## config.mk

```make
export PLATFORM = sky130hd
export DESIGN_NAME = mem_access_unit_flat
export DESIGN_NICKNAME = d
export VERILOG_FILES = /design/src/rtl/mem_access_unit_if.sv /design/src/rtl/mem_access_unit.sv /design/src/flat_wrapper.sv
export SDC_FILE = /design/constraint.sdc
export NUM_CORES = 1
export LEC_CHECK = 0
export BUFFER_PORTS_ARGS = -buffer_cell sky130_fd_sc_hd__buf_2
export CAP_MARGIN = 10
export CORE_UTILIZATION = 40
export DETAILED_ROUTE_END_ITERATION = 12
export GPL_ROUTABILITY_DRIVEN = 0
export PLACE_DENSITY_LB_ADDON = 0.15
export SLEW_MARGIN = 30
export SYNTH_ARGS = -nofsm -noshare
export SYNTH_HDL_FRONTEND = slang
export SYNTH_SLANG_ARGS = --single-unit
```

## constraint.sdc

```tcl
create_clock -name clk -period 2.9 [get_ports clk]
set_input_delay 0.435 -clock clk [delete_from_list [all_inputs] [get_ports clk]]
set_output_delay 0.435 -clock clk [all_outputs]
set_load 0.02 [all_outputs]
```

## src/rtl/mem_access_unit_if.sv

```systemverilog
// Core/memory bus bundle for mem_access_unit: request, response and data-memory sides.
// The slave modport is the unit's view; master is the core plus memory environment.
interface mem_access_unit_if;
  logic        req_valid;
  logic        req_ready;
  logic        req_we;
  logic [2:0]  req_funct3;
  logic [31:0] req_addr;
  logic [31:0] req_wdata;
  logic        mem_write;
  logic        mem_read;
  logic [2:0]  mem_funct3;
  logic [31:0] mem_address;
  logic [31:0] mem_write_data;
  logic [31:0] mem_read_data;
  logic        resp_valid;
  logic        resp_ready;
  logic [31:0] resp_rdata;
  logic [1:0]  resp_err;

  modport slave (
    input  req_valid, req_we, req_funct3, req_addr, req_wdata, mem_read_data, resp_ready,
    output req_ready, mem_write, mem_read, mem_funct3, mem_address, mem_write_data,
           resp_valid, resp_rdata, resp_err
  );

  modport master (
    output req_valid, req_we, req_funct3, req_addr, req_wdata, mem_read_data, resp_ready,
    input  req_ready, mem_write, mem_read, mem_funct3, mem_address, mem_write_data,
           resp_valid, resp_rdata, resp_err
  );
endinterface

```

## src/rtl/mem_access_unit.sv

```systemverilog
// Load/store unit: validates a core request, holds a memory strobe for MEM_LATENCY
// cycles, then presents a response until the core consumes it.
module mem_access_unit #(
  parameter int unsigned MEM_LATENCY = 1,
  parameter int unsigned ADDR_LIMIT  = 256
) (
  input logic              clk,
  input logic              rst,
  mem_access_unit_if.slave bus
);

  localparam int unsigned CNT_W  = 4;
  localparam int unsigned ADDR_W = 32;

  localparam logic [1:0] ERR_OK    = 2'b00;
  localparam logic [1:0] ERR_ALIGN = 2'b01;
  localparam logic [1:0] ERR_RANGE = 2'b10;
  localparam logic [1:0] ERR_F3    = 2'b11;

  typedef enum logic [1:0] {IDLE, ACCESS, RESP} state_t;

  state_t                r_state;
  logic [CNT_W-1:0]      r_cnt;
  logic                  r_we;
  logic                  r_req_ready;
  logic                  r_mem_write;
  logic                  r_mem_read;
  logic [2:0]            r_mem_funct3;
  logic [ADDR_W-1:0]     r_mem_address;
  logic [31:0]           r_mem_write_data;
  logic                  r_resp_valid;
  logic [31:0]           r_resp_rdata;
  logic [1:0]            r_resp_err;

  logic                  w_accept;
  logic                  w_illegal;
  logic                  w_misaligned;
  logic                  w_out_of_range;
  logic [ADDR_W:0]       w_size;
  logic [ADDR_W:0]       w_end;
  logic [1:0]            w_err;

  assign w_accept = bus.req_valid & r_req_ready;

  // Request check, computed on the live request so errors are known at acceptance.
  always_comb begin
    w_illegal = 1'b1;
    if (bus.req_we) begin
      w_illegal = !(bus.req_funct3 inside {3'b000, 3'b001, 3'b010});
    end else begin
      w_illegal = !(bus.req_funct3 inside {3'b000, 3'b001, 3'b010, 3'b100, 3'b101});
    end

    w_size = (ADDR_W+1)'(4);
    case (bus.req_funct3[1:0])
      2'b00:   w_size = (ADDR_W+1)'(1);
      2'b01:   w_size = (ADDR_W+1)'(2);
      default: w_size = (ADDR_W+1)'(4);
    endcase

    w_misaligned = ((bus.req_funct3[1:0] == 2'b01) && bus.req_addr[0]) ||
                   ((bus.req_funct3[1:0] == 2'b10) && (bus.req_addr[1:0] != 2'b00));

    // One extra bit so an access near 2^32 cannot wrap back into range.
    w_end          = {1'b0, bus.req_addr} + w_size;
    w_out_of_range = w_end > (ADDR_W+1)'(ADDR_LIMIT);

    w_err = ERR_OK;
    if (w_illegal) begin
      w_err = ERR_F3;
    end else if (w_misaligned) begin
      w_err = ERR_ALIGN;
    end else if (w_out_of_range) begin
      w_err = ERR_RANGE;
    end
  end

  always_ff @(posedge clk) begin
    if (rst) begin
      r_state          <= IDLE;
      r_cnt            <= '0;
      r_we             <= 1'b0;
      r_req_ready      <= 1'b1;
      r_mem_write      <= 1'b0;
      r_mem_read       <= 1'b0;
      r_mem_funct3     <= '0;
      r_mem_address    <= '0;
      r_mem_write_data <= '0;
      r_resp_valid     <= 1'b0;
      r_resp_rdata     <= '0;
      r_resp_err       <= ERR_OK;
    end else begin
      case (r_state)
        IDLE: begin
          if (w_accept) begin
            r_we             <= bus.req_we;
            r_mem_funct3     <= bus.req_funct3;
            r_mem_address    <= bus.req_addr;
            r_mem_write_data <= bus.req_wdata;
            r_resp_rdata     <= '0;
            r_resp_err       <= w_err;
            r_req_ready      <= 1'b0;
            if (w_err != ERR_OK) begin
              r_resp_valid <= 1'b1;
              r_state      <= RESP;
            end else begin
              r_cnt       <= CNT_W'(MEM_LATENCY - 1);
              r_mem_write <= bus.req_we;
              r_mem_read  <= !bus.req_we;
              r_state     <= ACCESS;
            end
          end
        end
        ACCESS: begin
          if (r_cnt == '0) begin
            r_mem_write  <= 1'b0;
            r_mem_read   <= 1'b0;
            r_resp_valid <= 1'b1;
            if (!r_we) begin
              r_resp_rdata <= bus.mem_read_data;
            end
            r_state <= RESP;
          end else begin
            r_cnt <= r_cnt - CNT_W'(1);
          end
        end
        RESP: begin
          if (bus.resp_ready) begin
            r_resp_valid <= 1'b0;
            r_req_ready  <= 1'b1;
            r_state      <= IDLE;
          end
        end
        default: begin
          r_mem_write  <= 1'b0;
          r_mem_read   <= 1'b0;
          r_resp_valid <= 1'b0;
          r_req_ready  <= 1'b1;
          r_state      <= IDLE;
        end
      endcase
    end
  end

  assign bus.req_ready      = r_req_ready;
  assign bus.mem_write      = r_mem_write;
  assign bus.mem_read       = r_mem_read;
  assign bus.mem_funct3     = r_mem_funct3;
  assign bus.mem_address    = r_mem_address;
  assign bus.mem_write_data = r_mem_write_data;
  assign bus.resp_valid     = r_resp_valid;
  assign bus.resp_rdata     = r_resp_rdata;
  assign bus.resp_err       = r_resp_err;

endmodule

```

## src/flat_wrapper.sv

```systemverilog
// flat-port wrapper written by rule: the top's interface ports become plain ports
module mem_access_unit_flat 
#(
  parameter int unsigned MEM_LATENCY = 1,
  parameter int unsigned ADDR_LIMIT  = 256
)
  (clk, rst, bus_req_valid, bus_req_we, bus_req_funct3, bus_req_addr, bus_req_wdata, bus_mem_read_data, bus_resp_ready, bus_req_ready, bus_mem_write, bus_mem_read, bus_mem_funct3, bus_mem_address, bus_mem_write_data, bus_resp_valid, bus_resp_rdata, bus_resp_err);
  mem_access_unit_if bus_i ();
  input logic clk;
  input logic rst;
  input wire logic [$bits(bus_i.req_valid)-1:0] bus_req_valid;
  input wire logic [$bits(bus_i.req_we)-1:0] bus_req_we;
  input wire logic [$bits(bus_i.req_funct3)-1:0] bus_req_funct3;
  input wire logic [$bits(bus_i.req_addr)-1:0] bus_req_addr;
  input wire logic [$bits(bus_i.req_wdata)-1:0] bus_req_wdata;
  input wire logic [$bits(bus_i.mem_read_data)-1:0] bus_mem_read_data;
  input wire logic [$bits(bus_i.resp_ready)-1:0] bus_resp_ready;
  output wire logic [$bits(bus_i.req_ready)-1:0] bus_req_ready;
  output wire logic [$bits(bus_i.mem_write)-1:0] bus_mem_write;
  output wire logic [$bits(bus_i.mem_read)-1:0] bus_mem_read;
  output wire logic [$bits(bus_i.mem_funct3)-1:0] bus_mem_funct3;
  output wire logic [$bits(bus_i.mem_address)-1:0] bus_mem_address;
  output wire logic [$bits(bus_i.mem_write_data)-1:0] bus_mem_write_data;
  output wire logic [$bits(bus_i.resp_valid)-1:0] bus_resp_valid;
  output wire logic [$bits(bus_i.resp_rdata)-1:0] bus_resp_rdata;
  output wire logic [$bits(bus_i.resp_err)-1:0] bus_resp_err;
  assign bus_i.req_valid = bus_req_valid;
  assign bus_i.req_we = bus_req_we;
  assign bus_i.req_funct3 = bus_req_funct3;
  assign bus_i.req_addr = bus_req_addr;
  assign bus_i.req_wdata = bus_req_wdata;
  assign bus_i.mem_read_data = bus_mem_read_data;
  assign bus_i.resp_ready = bus_resp_ready;
  assign bus_req_ready = bus_i.req_ready;
  assign bus_mem_write = bus_i.mem_write;
  assign bus_mem_read = bus_i.mem_read;
  assign bus_mem_funct3 = bus_i.mem_funct3;
  assign bus_mem_address = bus_i.mem_address;
  assign bus_mem_write_data = bus_i.mem_write_data;
  assign bus_resp_valid = bus_i.resp_valid;
  assign bus_resp_rdata = bus_i.resp_rdata;
  assign bus_resp_err = bus_i.resp_err;
  mem_access_unit #(.MEM_LATENCY(MEM_LATENCY), .ADDR_LIMIT(ADDR_LIMIT)) u_core (.clk(clk), .rst(rst), .bus(bus_i));
endmodule
```

-- Word level (Yosys, flattened, before mapping)
Cells that the tools add are included.
- flip-flop bits (word level): 112
- bits in latches: 0
- RAM bits: 0
- bits in read-only memories: 0
- input port bits: 104
- output and inout bits: 105
- logic and storage cells: 88
- memories kept: 0
- add/sub/neg operators: 2
- multiply operators: 0
- div/mod/pow operators: 0
- magnitude comparators: 1
- equality and inequality tests: 15
- shifts and indexed selects: 0
- multiplexer cells: 33
- bitwise logic cells: 3
- reductions and logical operators: 22
- operators by type and width (kind ; number):
    32-bit 2-to-1 mux ; 3
    32-bit case mux with 2 select lines ; 1
    32-bit by 3-bit adder with 33-bit output ; 1
    33-bit by 9-bit greater-than comparator with 1-bit output, second input constant ; 1
    4-bit AND reduction ; 4
    2-bit 2-to-1 mux ; 7
    1-bit 2-to-1 mux ; 12
    4-bit 2-to-1 mux ; 3
    1-bit case mux with 3 select lines ; 4
    2-bit != test, second input constant ; 4
    4-bit case mux with 2 select lines ; 1
    3-bit == test, second input constant ; 2
    2-bit by 1-bit != test with 1-bit output, second input constant ; 3
    2-bit case mux with 3 select lines ; 1
    3-bit case mux with 2 select lines ; 1
    3-bit AND reduction ; 2
    2-bit nonzero test ; 3
    5-bit nonzero test ; 1
    2-bit by 1-bit == test with 1-bit output, second input constant ; 2
    2-bit == test, second input constant ; 2
    2-bit zero test ; 2
    4-bit zero test ; 1
    4-bit by 1-bit subtractor with 4-bit output, second input constant ; 1
    3-bit by 1-bit == test with 1-bit output, second input constant ; 1
    9 further kinds ; 13

-- Logic depth before layout (Yosys ltp)
Gate-level depths: netlist of run 1.
- depth after elaboration: 11
- gate-level depth with buffers: 11
- depth with buffers taken out: 11

-- Least setup slack after synthesis of run 1
Ideal clock, no wire load.
- path type: input port to flip-flop
- start point: input bus_req_funct3[0]
- end point: register u_core.r_cnt[2]
- setup time: 0.132 ns
- arrival: 2.673 ns
- data required time: 2.768 ns
- slack: 0.095 ns
- cell stages on the path: 11
- buffers on the path: 1
- cell sequence: nor2b_1 ha_1 a21o_1 a21oi_1 clkbuf_1 o31a_2 o21bai_1 nor4_2 nand3_2 o311ai_2 a21oi_1
- word-level cells in the longest chain between the ends: 10
- elaborated cells between the ends (all ways): 25
- those cells by class: add/sub (1); order compare (1); eq/ne (7); mux (5); reduce/logical (11)
- RTL lines (what ; line ; source):
    start, declared ; flat_wrapper.sv:13 ; input wire logic [$bits(bus_i.req_funct3)-1:0] bus_req_funct3;
    2-bit by 1-bit == test with 1-bit output / 2-bit zero test (equally long branches) ; mem_access_unit.sv:55, mem_access_unit.sv:61 ;
    3-bit case mux with 2 select lines ; mem_access_unit.sv:55 ; case (bus.req_funct3[1:0])
    32-bit by 3-bit adder with 33-bit output ; mem_access_unit.sv:65 ; w_end = {1'b0, bus.req_addr} + w_size;
    33-bit by 9-bit greater-than comparator with 1-bit output ; mem_access_unit.sv:66 ; w_out_of_range = w_end > (ADDR_W+1)'(ADDR_LIMIT);
    2-bit 2-to-1 mux ; mem_access_unit.sv:73 ; end else if (w_out_of_range) begin
    2-bit 2-to-1 mux ; mem_access_unit.sv:71 ; end else if (w_misaligned) begin
    2-bit 2-to-1 mux * ; mem_access_unit.sv:69 ; if (w_illegal) begin
    2-bit nonzero test * ; mem_access_unit.sv:103 ; if (w_err != ERR_OK) begin
    2-bit != test (no source line) * ; -- ;
    4-bit AND reduction (no source line) * ; -- ;
    end signal, assigned ; mem_access_unit.sv:107 ; r_cnt <= CNT_W'(MEM_LATENCY - 1);
    end signal, assigned ; mem_access_unit.sv:124 ; r_cnt <= r_cnt - CNT_W'(1);
    end, declared ; mem_access_unit.sv:23 ; logic [CNT_W-1:0] r_cnt;
Mark *: on every way between the ends. The rest lies on a longest branch, timed or not.
A chain may end at the register's enable or synchronous reset.

-- Final worst setup path of run 1
Ends and elaborated chain as after synthesis.

==> results of run 1 <==
[cell usage after synthesis (2+ instances only)]
master / count / share of area (%)
o31a_2: 2 / 0.40
mux2i_1: 3 / 0.61
nor2b_1: 2 / 0.25
nand2_1: 186 / 14
o22ai_1: 2 / 0.25
a21oi_1: 109 / 11
nand4_1: 6 / 0.76
nor3_1: 11 / 1.1
nor4_2: 2 / 0.51
or4_2: 3 / 0.53
o21ai_0: 9 / 0.91
or2_2: 2 / 0.25
nor2_1: 23 / 1.7
o31ai_1: 3 / 0.46
clkbuf_1: 44 / 3.3
inv_1: 10 / 0.76
ha_1: 5 / 1.3
a41oi_1: 2 / 0.35
o21bai_1: 2 / 0.30
o211ai_1: 4 / 0.61
or3_1: 5 / 0.63
dfxtp_1: 112 / 45
and3_1: 3 / 0.38
nand3_1: 47 / 4.8
nand2b_1: 3 / 0.38
xor2_1: 3 / 0.53
o21a_1: 2 / 0.30
nor4_1: 10 / 1.3
a211oi_1: 2 / 0.30
[worst max path at each step]
stage / start / end / slack [ns] / cells past startpoint
after floorplan: bus_req_funct3[0] / u_core.r_cnt[2] / 0.09 / 11
after global placement: bus_req_funct3[1] / u_core.r_cnt[2] / -0.22 / 11
after detailed placement: bus_req_funct3[0] / u_core.r_cnt[2] / -0.29 / 11
after CTS: bus_req_funct3[0] / u_core.r_cnt[2] / 0.07 / 11
after global routing: bus_req_funct3[1] / u_core.r_cnt[2] / 0.02 / 13
final: bus_req_funct3[0] / u_core.r_cnt[2] / 0.19 / 13
[sequential cells by signal (all words and copies together), names as in the netlist]
signal / cells
u_core.bus.mem_read: 1
u_core.r_state: 2
u_core.r_cnt: 4
u_core.bus.resp_err: 2
u_core.bus.resp_rdata: 32
u_core.bus.req_ready: 1
u_core.bus.mem_funct3: 3
u_core.bus.mem_write: 1
u_core.r_we: 1
u_core.bus.mem_address: 32
u_core.bus.mem_write_data: 32
u_core.bus.resp_valid: 1
[power by group through the flow]
stage | Sequential (mW) | Combinational (mW) | Clock, mW
global route | 1.65 | 0.655 | 1.45
CTS | 1.64 | 0.592 | 1.40
global placement | 1.68 | 0.582 | 0
detailed placement | 1.68 | 0.591 | 0
floorplan | 1.76 | 0.247 | 0
finish | 1.64 | 0.593 | 1.36
[final cells by class]
class | instances | area share, %
multi-input cells | 479 | 37.6
flip-flops and latches | 112 | 33.6
repair buffers | 252 | 20.6
clock buffers | 10 | 3.58
well taps | 147 | 2.75
clock inverters | 6 | 1.35
inverters | 10 | 0.562
[per-stage QoR]
step	std cells	utilization, %	setup slack, ns	TNS [ns]
after global placement	1000	52.7	-0.217	-1.53
after detailed placement	1000	52.7	-0.289	-2.38
after CTS	1016	55.4	0.0746	0
final	1016	55.6	0.194	0
after global routing	1016	55.6	0.0232	0
after floorplan	647	-	0.0948	0
[tightest hold or removal path, stage by stage]
cell,delay (ns)
buf_2,0.09
nand2_1,0.04
a21oi_1,0.05
[kinds of logic after synthesis]
kind of cell    after synthesis
simple gates                315
compound gates              151
flops                       112
buf+inv                      56
fa+ha+maj                     6
xor+xnor                      4
mux                           3
[placed cells by master (no fill, tap or decap), drive strengths merged, types with 10 or more instances in the layout]
| cell | count |
|---|---|
| nor3 | 11 |
| nand3 | 48 |
| dfxtp | 112 |
| buf | 252 |
| nand2 | 186 |
| nor4 | 12 |
| nor2 | 24 |
| clkbuf | 10 |
| o21ai | 10 |
| inv | 11 |
| a21oi | 109 |
[metal layers]
layer | GRT usage [%] | share of wire, % | vias up
met3 | 5.46 | 5.8 | 14
met2 | 35.7 | 48 | 162
met5 | 0 | 0 | -
met4 | 7.89 | 1.3 | 0
met1 | 27.0 | 45 | 2383
li1 | - | - | 2664
==> metrics.md, run 1 <==
| Metric | Value |
|---|---|
| DR DRC count | 0 |
| Vias in the first global route | roughly 4700 |
| Critical Path RT | ~3.1 ns |
| Number of register bits inferred by synthesis | between 100 and 150 |
| Post-DP HPWL | between 10000 and 15000 um |
| HP Start | bus_req_wdata[3] |
| Sequential area share after synthesis | 45.3% |
| Total number of vias | about 5200 |
| Starting Density | 41.2% |
| Clk_lat worst skew | approximately 0.34 ns |
| Core ar. | 0.0120 sq mm |
| Distinct cells, synth | between 50 and 60 |
| # diodes | 0 |
| Post-synthesis compound-gate area fraction | a little under a fifth |
| Switching Fraction | 27.4% |
| Die area | between 0.01 and 0.015 sq mm |
| Post-DRT Antenna Nets | 0 |
| Synth-to-layout area growth | 35.0% |
| Placed cell area | roughly 0.0063 sq mm |
| Total power | ~3.6 mW |
| Die height | roughly 110 um |
| CTS max path bufs | 2 |
| Crit path max-delay family | simple AND/OR/NAND/NOR gates |
| Startpoint Class | input pin |
| Status | finished clean |
| Slew Viols, Final | 0 |
| Critical-path top delay cell | nor3_1 |
| Mux cell area share after synthesis | 0.607% |
| XOR/XNOR Fraction of Synth Area | 0.708% |
| Sink Count | approximately 110 |
| R2R Path Start | u_core.bus.req_ready |
| CTS clk-pin slew, worst paths | 0.07 ns |
| Critical path endpoint category | flip-flop |
| Setup bufs post-CTS | 0 |
| Sw Pwr | between 0.9 and 1 mW |
| TritonCTS clock tree | yes |
| Syn_area_per_cell | about 7.6 sq um |
| Adder-cell share of the synthesized area | between 1.5 and 2% |
| Largest net degree at the start of global routing | between 70 and 80 |
| Final Hold Viols | 0 |
| Final WL | 13800 um |
| Filler instances | about 1200 |
| Iter 0 DRT Violations | roughly 290 |
| Gr usage total | between 20% and 30% |
| Worst Hold Path EP | u_core.bus.mem_write_data[3] |
| # resized after CTS | 0 |
| Pint | roughly 2.6 mW |
| Via density | 5.14 |
| R2R depth | 6 |
| Arrival time at the worst endpoint | 2.93 ns |
| Slew HR | 52.9% |
| Pwr dens | 538 mW/mm^2 |
| Syn Nets | ~760 |
| # nets final | between 900 and 1000 |
| Setup violations, final | 0 |
| Main combinational cell family by area after synthesis | simple AND/OR/NAND/NOR gates |
| Worst Setup Path Type | in2reg |
| Crit Reg-Reg Endpoint | u_core.bus.mem_write_data[6] |
| Buf/Inv on CP | 2 |
| Post-route minimum period | between 2 and 3 ns |
| Max-cap violations | 0 |
| Area of the multi-input gates | 0.00251 sq mm |
| Hold-fix buffers, CTS | 0 |
| Crit share post-route | roughly 93% |
| Antenna violations before repair | 0 |
| Hold Crit Depth | 3 |
| Port bufs | approximately 210 |
| Htree depth | 3 |
| FFs w/ async S/R, synth | 0% |
| GR Overflow Total | 0 |
| YS warnings | 0 |
| Crit path largest cell delay | 0.38 ns |
| Power share of the clock group | 37.8% |
| Flop pwr share | a little under half |
| Layout cells sized above 1 | 34.1% |
| Post-DR wirelength/cell | approximately 14 um |
| Setup Skew | between 0.006 and 0.007 ns |
| Peak supply drop | roughly 0.00028 V |
| Post-Synth Simple-Gate Area | a little under 30% |
| # IOs | 209 |
| Global-route wire length before repair | 22300 um |
| Logic pwr share | about 17% |
| Pre-antenna DRT Iters | 4 |
| Cell area after layout | roughly 0.0067 sq mm |
| Die Wd | 113 um |
| Row count | 40 |
| Register area | approximately 0.0022 sq mm |
| Leak | ~2.9 nW |
| Worst path cell trace | buf_2 -> nor2_1 -> ha_1 -> fa_1 -> a21oi_4 -> nor3_1 -> buf_4 -> a311o_1 -> nand3_1 -> nor4_2 -> nand3_2 -> o311ai_2 -> a21oi_1 |
| CTS root buf | clkbuf_16 |
| Flop2flop setup slack | 0.83 ns |
| CTS buffer count | 9 |
| Measured slew at the worst slew-check pin | roughly 0.7 ns |
| Synthesized cell area | around 0.0049 sq mm |
| Number of synthesized flops with an enable pin | 0 |
| Hold WC Path Type | in2reg |
| RSZ-0062 raised after global routing | no |
| F_max | approximately 370 MHz |
| Mapped Cells | 647 |
| Primary FF master, synth | dfxtp_1 |
| Hold WS | 0.319 ns |
| Crit-path max FO | 8 |
Power figures use the tool's default switching activity.
==> run 2, diff against run 1 <==
==> constraint.sdc (replaced) <==
create_clock -name clk -period 2.3 [get_ports clk]
set_input_delay 0.345 -clock clk [delete_from_list [all_inputs] [get_ports clk]]
set_output_delay 0.345 -clock clk [all_outputs]
set_load 0.02 [all_outputs]
==> metrics.md, run 2 (synthesis gave the netlist of run 1 again) <==
| Metric | Value |
|---|---|
| Switching Fraction | 28.9% (was 27.4%) |
| Cell area after layout | 0.00724 sq mm (was 0.00668 sq mm) |
| Global-route wire length before repair | 23300 um (was 22300 um) |
| Flop2flop setup slack | 0.38 ns (was 0.83 ns) |
| Hold WS | 0.224 ns (was 0.319 ns) |
| Pwr dens | 616 mW/mm^2 (was 538 mW/mm^2) |
| Measured slew at the worst slew-check pin | 0.592 ns (was 0.707 ns) |
| Hold-fix buffers, CTS | 0 (unchanged) |
| Status | finished, violations left (was finished clean) |
| Logic pwr share | 19.1% (was 16.5%) |
| R2R depth | 7 (was 6) |
| # nets final | 1008 (was 974) |
| Port bufs | 208 (unchanged) |
| Die height | 113 um (unchanged) |
| Htree depth | 3 (unchanged) |
| Startpoint Class | input pin (unchanged) |
| Critical path endpoint category | flip-flop (unchanged) |
| Crit share post-route | 110% |
| DR DRC count | 0 (unchanged) |
| Fin util | 60.3% (was 55.6%) |
| Worst Setup Path Type | in2reg (unchanged) |
| Antenna violations before repair | 0 (unchanged) |
| Post-DP HPWL | 10600 um (was 10100 um) |
| Peak supply drop | 0.000352 V (was 0.000276 V) |
| Sw Pwr | 1.29 mW (was 0.984 mW) |
| Crit-path max FO | 7 (was 8) |
| GR Overflow Total | 0 (unchanged) |
| Synth-to-layout area growth | 46.3% (was 35.0%) |
| CTS root buf | clkbuf_16 (unchanged) |
| Crit Reg-Reg Endpoint | u_core.bus.resp_rdata[10] (was u_core.bus.mem_write_data[6]) |
| Critical Path RT | 2.53 ns (was 3.12 ns) |
| Final Non-Filler Cells | 1050 (was 1016) |
| Final worst setup slack | -0.231 ns (was 0.194 ns) |
| Post-DRT Antenna Nets | 0 (unchanged) |
| Final Hold Viols | 0 (unchanged) |
| CTS clk-pin slew, worst paths | 0.07 ns (about the same) |
| F_max | between 300 and 400 MHz |
| Pint | 3.17 mW (was 2.61 mW) |
| Gr usage total | 22.5% (was 21.5%) |
| Placed cell area | 0.00662 sq mm (was 0.00632 sq mm) |
| # IOs | 209 (unchanged) |
| Slew Viols, Final | 0 (unchanged) |
| Die Wd | 113 um (unchanged) |
| Failing checks | setup timing |
| Final WL | 15100 um (was 13800 um) |
| Flop pwr share | 46.5% (was 45.7%) |
| Arrival time at the worst endpoint | 2.76 ns (was 2.93 ns) |
| Setup Skew | 0.00547 ns (was 0.00645 ns) |
| Placed cell count | 1022 (was 1000) |
| Setup violations, final | 10 (was 0) |
| CTS buffer count | 9 (unchanged) |
| Starting Density | 41.2% (unchanged) |
| Critical Path Source | bus_req_funct3[1] (was bus_req_funct3[0]) |
| Post-route minimum period | 2.53 ns |
| Via density | 5.23 (was 5.14) |
| CTS max path bufs | 2 (unchanged) |
| R2R Path Start | u_core.r_cnt[0] (was u_core.bus.req_ready) |
| Slew HR | 60.5% (was 52.9%) |
| Core ar. | 0.0120 sq mm (unchanged) |
| Max-cap violations | 0 (unchanged) |
| Layout cells sized above 1 | 39.0% (was 34.1%) |
| Iter 0 DRT Violations | 324 (was 288) |
| Commonest cells after routing, fill and taps aside | 197 x buf_2, 184 x nand2_1, 112 x dfxtp_1 (was 207 x buf_2, 186 x nand2_1, 112 x dfxtp_1) |
| Row count | 40 (unchanged) |
| Leak | 3.20 nW (was 2.95 nW) |
| Setup crit end | u_core.r_cnt[2] (unchanged) |
| Commonest non-fill, non-tap cell in the layout | buf_2 (unchanged) |
| Largest net degree at the start of global routing | 55 (was 71) |
| Post-DR wirelength/cell | 14.4 um (was 13.6 um) |
| Die area | 0.0128 sq mm (unchanged) |
| Post-route setup TNS | -1.59 ns (was 0 ns) |
| Hold WC Path Type | in2reg (unchanged) |
| Total number of vias | 5491 (was 5223) |
| Pre-antenna DRT Iters | 5 (was 4) |
| Vias in the first global route | 5108 (was 4742) |
| TritonCTS clock tree | yes (unchanged) |
| Power share of the clock group | 34.4% (was 37.8%) |
| RSZ-0062 raised after global routing | yes (was no) |
| # diodes | 0 (unchanged) |
| Clk_lat worst skew | 0.35 ns (was 0.34 ns) |
| Sink Count | 112 (unchanged) |
[run 2: worst min-delay path by stage]
stage | start | to | slack [ns] | depth (start not counted)
6_report | bus_req_wdata[25] | u_core.bus.mem_write_data[25] | 0.22 | 3
2_1_floorplan | u_core.r_we | u_core.r_we | 0.44 | 2
5_1_grt | bus_req_wdata[24] | u_core.bus.mem_write_data[24] | 0.22 | 3
3_3_place_gp | u_core.bus.resp_rdata[6] | u_core.bus.resp_rdata[6] | 0.44 | 2
4_1_cts | bus_req_wdata[14] | u_core.bus.mem_write_data[14] | 0.21 | 3
3_5_place_dp | u_core.bus.resp_rdata[6] | u_core.bus.resp_rdata[6] | 0.44 | 2
[run 2: final cells by class]
cell class	instances	area [sq um]
clock buffers	12	256
well taps	147	184
repair buffers	285	1750
multi-input cells	480	2730
clock inverters	4	36.3
fillers	1096	4770
flip-flops and latches	112	2240
inverters	10	37.5
[run 2: critical path, stage by stage]
cell	delay, ns
buf_8	0.09
nor2_4	0.04
ha_4	0.15
fa_2	0.38
a21oi_4	0.23
buf_6	0.13
nor3_4	0.03
a31oi_1	0.31
a41oi_2	0.12
nor4_4	0.40
nand3_4	0.17
o311ai_4	0.24
a21oi_1	0.10
[run 2: timing repair]
item,CTS,global route
endpoints found under the setup margin,8,10
pin swaps,9,13
gates cloned,0,2
buffers inserted,5,5
gates resized for setup,14,30
[run 2: through the flow]
step	power, mW	setup slack (ns)
3_5_place_dp	2.92	-0.523
4_1_cts	4.48	-0.0844
5_1_grt	4.65	-0.297
3_3_place_gp	2.90	-0.435
2_1_floorplan	2.55	-0.140
6_report	4.46	-0.231
[run 2: routing by layer]
metal	part of all wire (%)	vias up	wire length [um]	GRT usage (%)
met3	7.2	25	1090	5.30
met2	49	212	7410	38.9
met5	0	-	0	0
li1	-	2736	-	-
met1	42	2518	6350	27.0
met4	2.0	0	297	8.86
[run 2: power by group through the flow]
stage | combinational [mW] | clock, mW | sequential [mW]
after floorplan | 0.333 | 0 | 2.22
after global placement | 0.786 | 0 | 2.11
after detailed placement | 0.803 | 0 | 2.12
final | 0.853 | 1.54 | 2.07
after global routing | 0.927 | 1.64 | 2.08
after CTS | 0.825 | 1.58 | 2.07
==> run 3, diff against run 2 <==
--- a/config.mk
+++ b/config.mk
@@ -15,3 +15,4 @@
 export SYNTH_ARGS = -nofsm -noshare
 export SYNTH_HDL_FRONTEND = slang
 export SYNTH_SLANG_ARGS = --single-unit
+export TNS_END_PERCENT = 50
==> metrics.md, run 3 (synthesis gave the netlist of run 1 again) <==
| Metric | Value |
|---|---|
| Die Wd | 113 um (unchanged) |
| Slew Viols, Final | 0 (unchanged) |
| Flop2flop setup slack | 0.37 ns (was 0.38 ns) |
| Final worst setup slack | -0.0487 ns (was -0.231 ns) |
| Fin util | 59.4% (was 60.3%) |
| R2R Path Start | u_core.r_cnt[0] (unchanged) |
| Final WL | 14700 um (was 15100 um) |
| Critical Path Source | bus_req_addr[0] (was bus_req_funct3[1]) |
| Post-route minimum period | 2.35 ns (was 2.53 ns) |
| Pre-antenna DRT Iters | 4 (was 5) |
| Vias in the first global route | 4923 (was 5108) |
| Arrival time at the worst endpoint | 2.56 ns (was 2.76 ns) |
| Setup violations, final | 4 (was 10) |
| Busiest grt layer | met2 (unchanged) |
| GR Layer Usage met2 | 39.1% (was 38.9%) |
| Max-cap violations | 0 (unchanged) |
| Sw Pwr | 1.29 mW (about the same) |
| Post-DRT Antenna Nets | 0 (unchanged) |
| Row count | 40 (unchanged) |
| GR Overflow Total | 0 (unchanged) |
| Final Non-Filler Cells | 1040 (was 1050) |
| Hold WC Path Type | in2reg (unchanged) |
| # nets final | 997 (was 1008) |
| F_max | 426 MHz (was 395 MHz) |
| Status | finished, violations left (unchanged) |
| Power share of the clock group | 37.7% (was 34.4%) |
| Placed cell area | 0.00661 sq mm (was 0.00662 sq mm) |
| Setup Skew | 0.00584 ns (was 0.00547 ns) |
| Flop pwr share | 44.4% (was 46.5%) |
| Measured slew at the worst slew-check pin | 0.693 ns (was 0.592 ns) |
| CTS clk-pin slew, worst paths | 0.08 ns (was 0.07 ns) |
| Crit path max-delay family | compound AO/OA/AOI/OAI gates (unchanged) |
| GR Layer Usage met3 | 5.84% (was 5.30%) |
| Layout cells sized above 1 | 38.3% (was 39.0%) |
| Worst Setup Path Type | in2reg (unchanged) |
| Hold-fix buffers, CTS | 0 (unchanged) |
| Critical Path RT | 2.51 ns (was 2.53 ns) |
| Crit Reg-Reg Endpoint | u_core.bus.resp_rdata[12] (was u_core.bus.resp_rdata[10]) |
| RSZ-0062 raised after global routing | yes (unchanged) |
| CTS buffer count | 9 (unchanged) |
| Die height | 113 um (unchanged) |
| Die area | 0.0128 sq mm (unchanged) |
| Cell depth of the worst setup path | 11 (was 13) |
| Iter 0 DRT Violations | 283 (was 324) |
| Critical path endpoint category | flip-flop (unchanged) |
| Largest net degree at the start of global routing | 66 (was 55) |
| Commonest non-fill, non-tap cell in the layout | buf_2 (unchanged) |
| Global-route wire length before repair | 23500 um (was 23300 um) |
| Placed cell count | 1019 (was 1022) |
| Antenna violations before repair | 1 (was 0) |
| # IOs | 209 (unchanged) |
| Synth-to-layout area growth | 44.1% (was 46.3%) |
| Critical-path top delay cell | fa_2 (was nor4_4) |
| Switching Fraction | 27.7% (was 28.9%) |
| Htree depth | 3 (unchanged) |
| Post-DR wirelength/cell | 14.1 um (was 14.4 um) |
| DR DRC count | 0 (unchanged) |
| Port bufs | 208 (unchanged) |
| Post-DP HPWL | 10600 um (about the same) |
| Pwr dens | 654 mW/mm^2 (was 616 mW/mm^2) |
| Startpoint Class | input pin (unchanged) |
| Logic pwr share | 17.8% (was 19.1%) |
| Failing checks | setup timing (unchanged) |
| Slew HR | 53.8% (was 60.5%) |
| Gr usage total | 22.8% (was 22.5%) |
| Total number of vias | 5385 (was 5491) |
| Via density | 5.18 (was 5.23) |
| Cell area after layout | 0.00713 sq mm (was 0.00724 sq mm) |
| Pint | 3.37 mW (was 3.17 mW) |
| Filler instances | 1096 (unchanged) |
| CTS max path bufs | 2 (unchanged) |
| Clk_lat worst skew | 0.35 ns (about the same) |
| Crit share post-route | 102% (was 110%) |
| R2R depth | 7 (unchanged) |
| GR Util met1 | 28.0% (was 27.0%) |
| TritonCTS clock tree | yes (unchanged) |
| Crit-path max FO | 7 (unchanged) |
| Sink Count | 112 (unchanged) |
| CTS root buf | clkbuf_16 (unchanged) |
| Crit path largest cell delay | 0.41 ns (was 0.40 ns) |
| Worst path cell trace | buf_2 -> ha_4 -> fa_2 -> a21oi_4 -> nor3_2 -> a31oi_1 -> a41oi_2 -> nor4_4 -> nand3_4 -> o311ai_2 -> a21oi_1 (was buf_8 -> nor2_4 -> ha_4 -> fa_2 -> a21oi_4 -> buf_6 -> nor3_4 -> a31oi_1 -> a41oi_2 -> nor4_4 -> nand3_4 -> o311ai_4 -> a21oi_1) |
| Starting Density | 41.2% (unchanged) |
| Buf/Inv on CP | 1 (was 2) |
| Core ar. | 0.0120 sq mm (unchanged) |
| Peak supply drop | 0.000479 V (was 0.000352 V) |
| Setup crit end | u_core.r_cnt[2] (unchanged) |
| Commonest cells after routing, fill and taps aside | 205 x buf_2, 184 x nand2_1, 112 x dfxtp_1 (was 197 x buf_2, 184 x nand2_1, 112 x dfxtp_1) |
| Final Hold Viols | 0 (unchanged) |
| Leak | 3.13 nW (was 3.20 nW) |
-- run 3: changes by cell type in the layout (fill, tap and decap cells not counted), moves of 2 or more --
cell / previous run / this run
bufinv_16: 0 / 2
clkinv_4: 2 / 0
buf_6: 13 / 2
or4_2: 0 / 2
nand3_1: 42 / 44
nand3_2: 5 / 3
buf_4: 70 / 64
or4_4: 4 / 2
buf_2: 197 / 205
-- run 3: area by class of cell --
type,instances,area (sq um),share of cell area [%]
Clock inverter,5,86.3,1.21
Antenna cell,1,2.50,0.0351
Clock buffer,11,253,3.55
Multi-Input combinational cell,479,2720,38.2
Inverter,10,37.5,0.527
Tap cell,147,184,2.58
Sequential cell,112,2240,31.4
Timing Repair Buffer,275,1600,22.5
-- run 3: repair_timing --
| item | in CTS | in global routing |
|---|---|---|
| pin swaps | 3 | 7 |
| endpoints found under the setup margin | 10 | 10 |
| buffers inserted | 4 | 0 |
| gates cloned | 0 | 0 |
| gates resized for setup | 8 | 20 |
-- run 3: how the worst min path moves through the flow --
stage	from	to	cells past startpoint
floorplan	u_core.r_we	u_core.r_we	2
global placement	u_core.bus.resp_rdata[18]	u_core.bus.resp_rdata[18]	2
detailed placement	u_core.bus.resp_rdata[19]	u_core.bus.resp_rdata[19]	2
CTS	bus_req_wdata[13]	u_core.bus.mem_write_data[13]	3
global route	bus_req_wdata[13]	u_core.bus.mem_write_data[13]	3
finish	bus_req_wdata[10]	u_core.bus.mem_write_data[10]	3
-- run 3: per-layer routing --
metal  vias to the layer above  part of all wire (%)
li1                       2707                     -
met1                      2523                    43
met2                       141                    50
met3                        14                   5.4
met4                         0                   1.2
met5                         -                     0
-- run 3: power by group through the flow --
stage	combinational [mW]	clock, mW	sequential, mW
CTS	0.823	1.81	2.07
global route	0.910	1.89	2.08
finish	0.831	1.76	2.07
detailed placement	0.806	0	2.12
global placement	0.791	0	2.11
floorplan	0.333	0	2.22
-- run 3: through the flow --
stage | TNS [ns] | setup WS [ns] | hold slack, ns | power (mW)
6_report | -0.114 | -0.0487 | 0.221 | 4.66
5_1_grt | -1.12 | -0.162 | 0.205 | 4.88
4_1_cts | -0.265 | -0.0593 | 0.211 | 4.70
3_5_place_dp | -4.43 | -0.555 | 0.442 | 2.92
3_3_place_gp | -3.42 | -0.438 | 0.435 | 2.90
2_1_floorplan | -0.652 | -0.140 | 0.437 | 2.55
-- run 3: worst min-delay path: cells and delay by family --
family                 cells  cell delay, ns
buffers and inverters      1            0.09
AO/OA/AOI/OAI              1            0.05
AND/OR/NAND/NOR            1            0.04
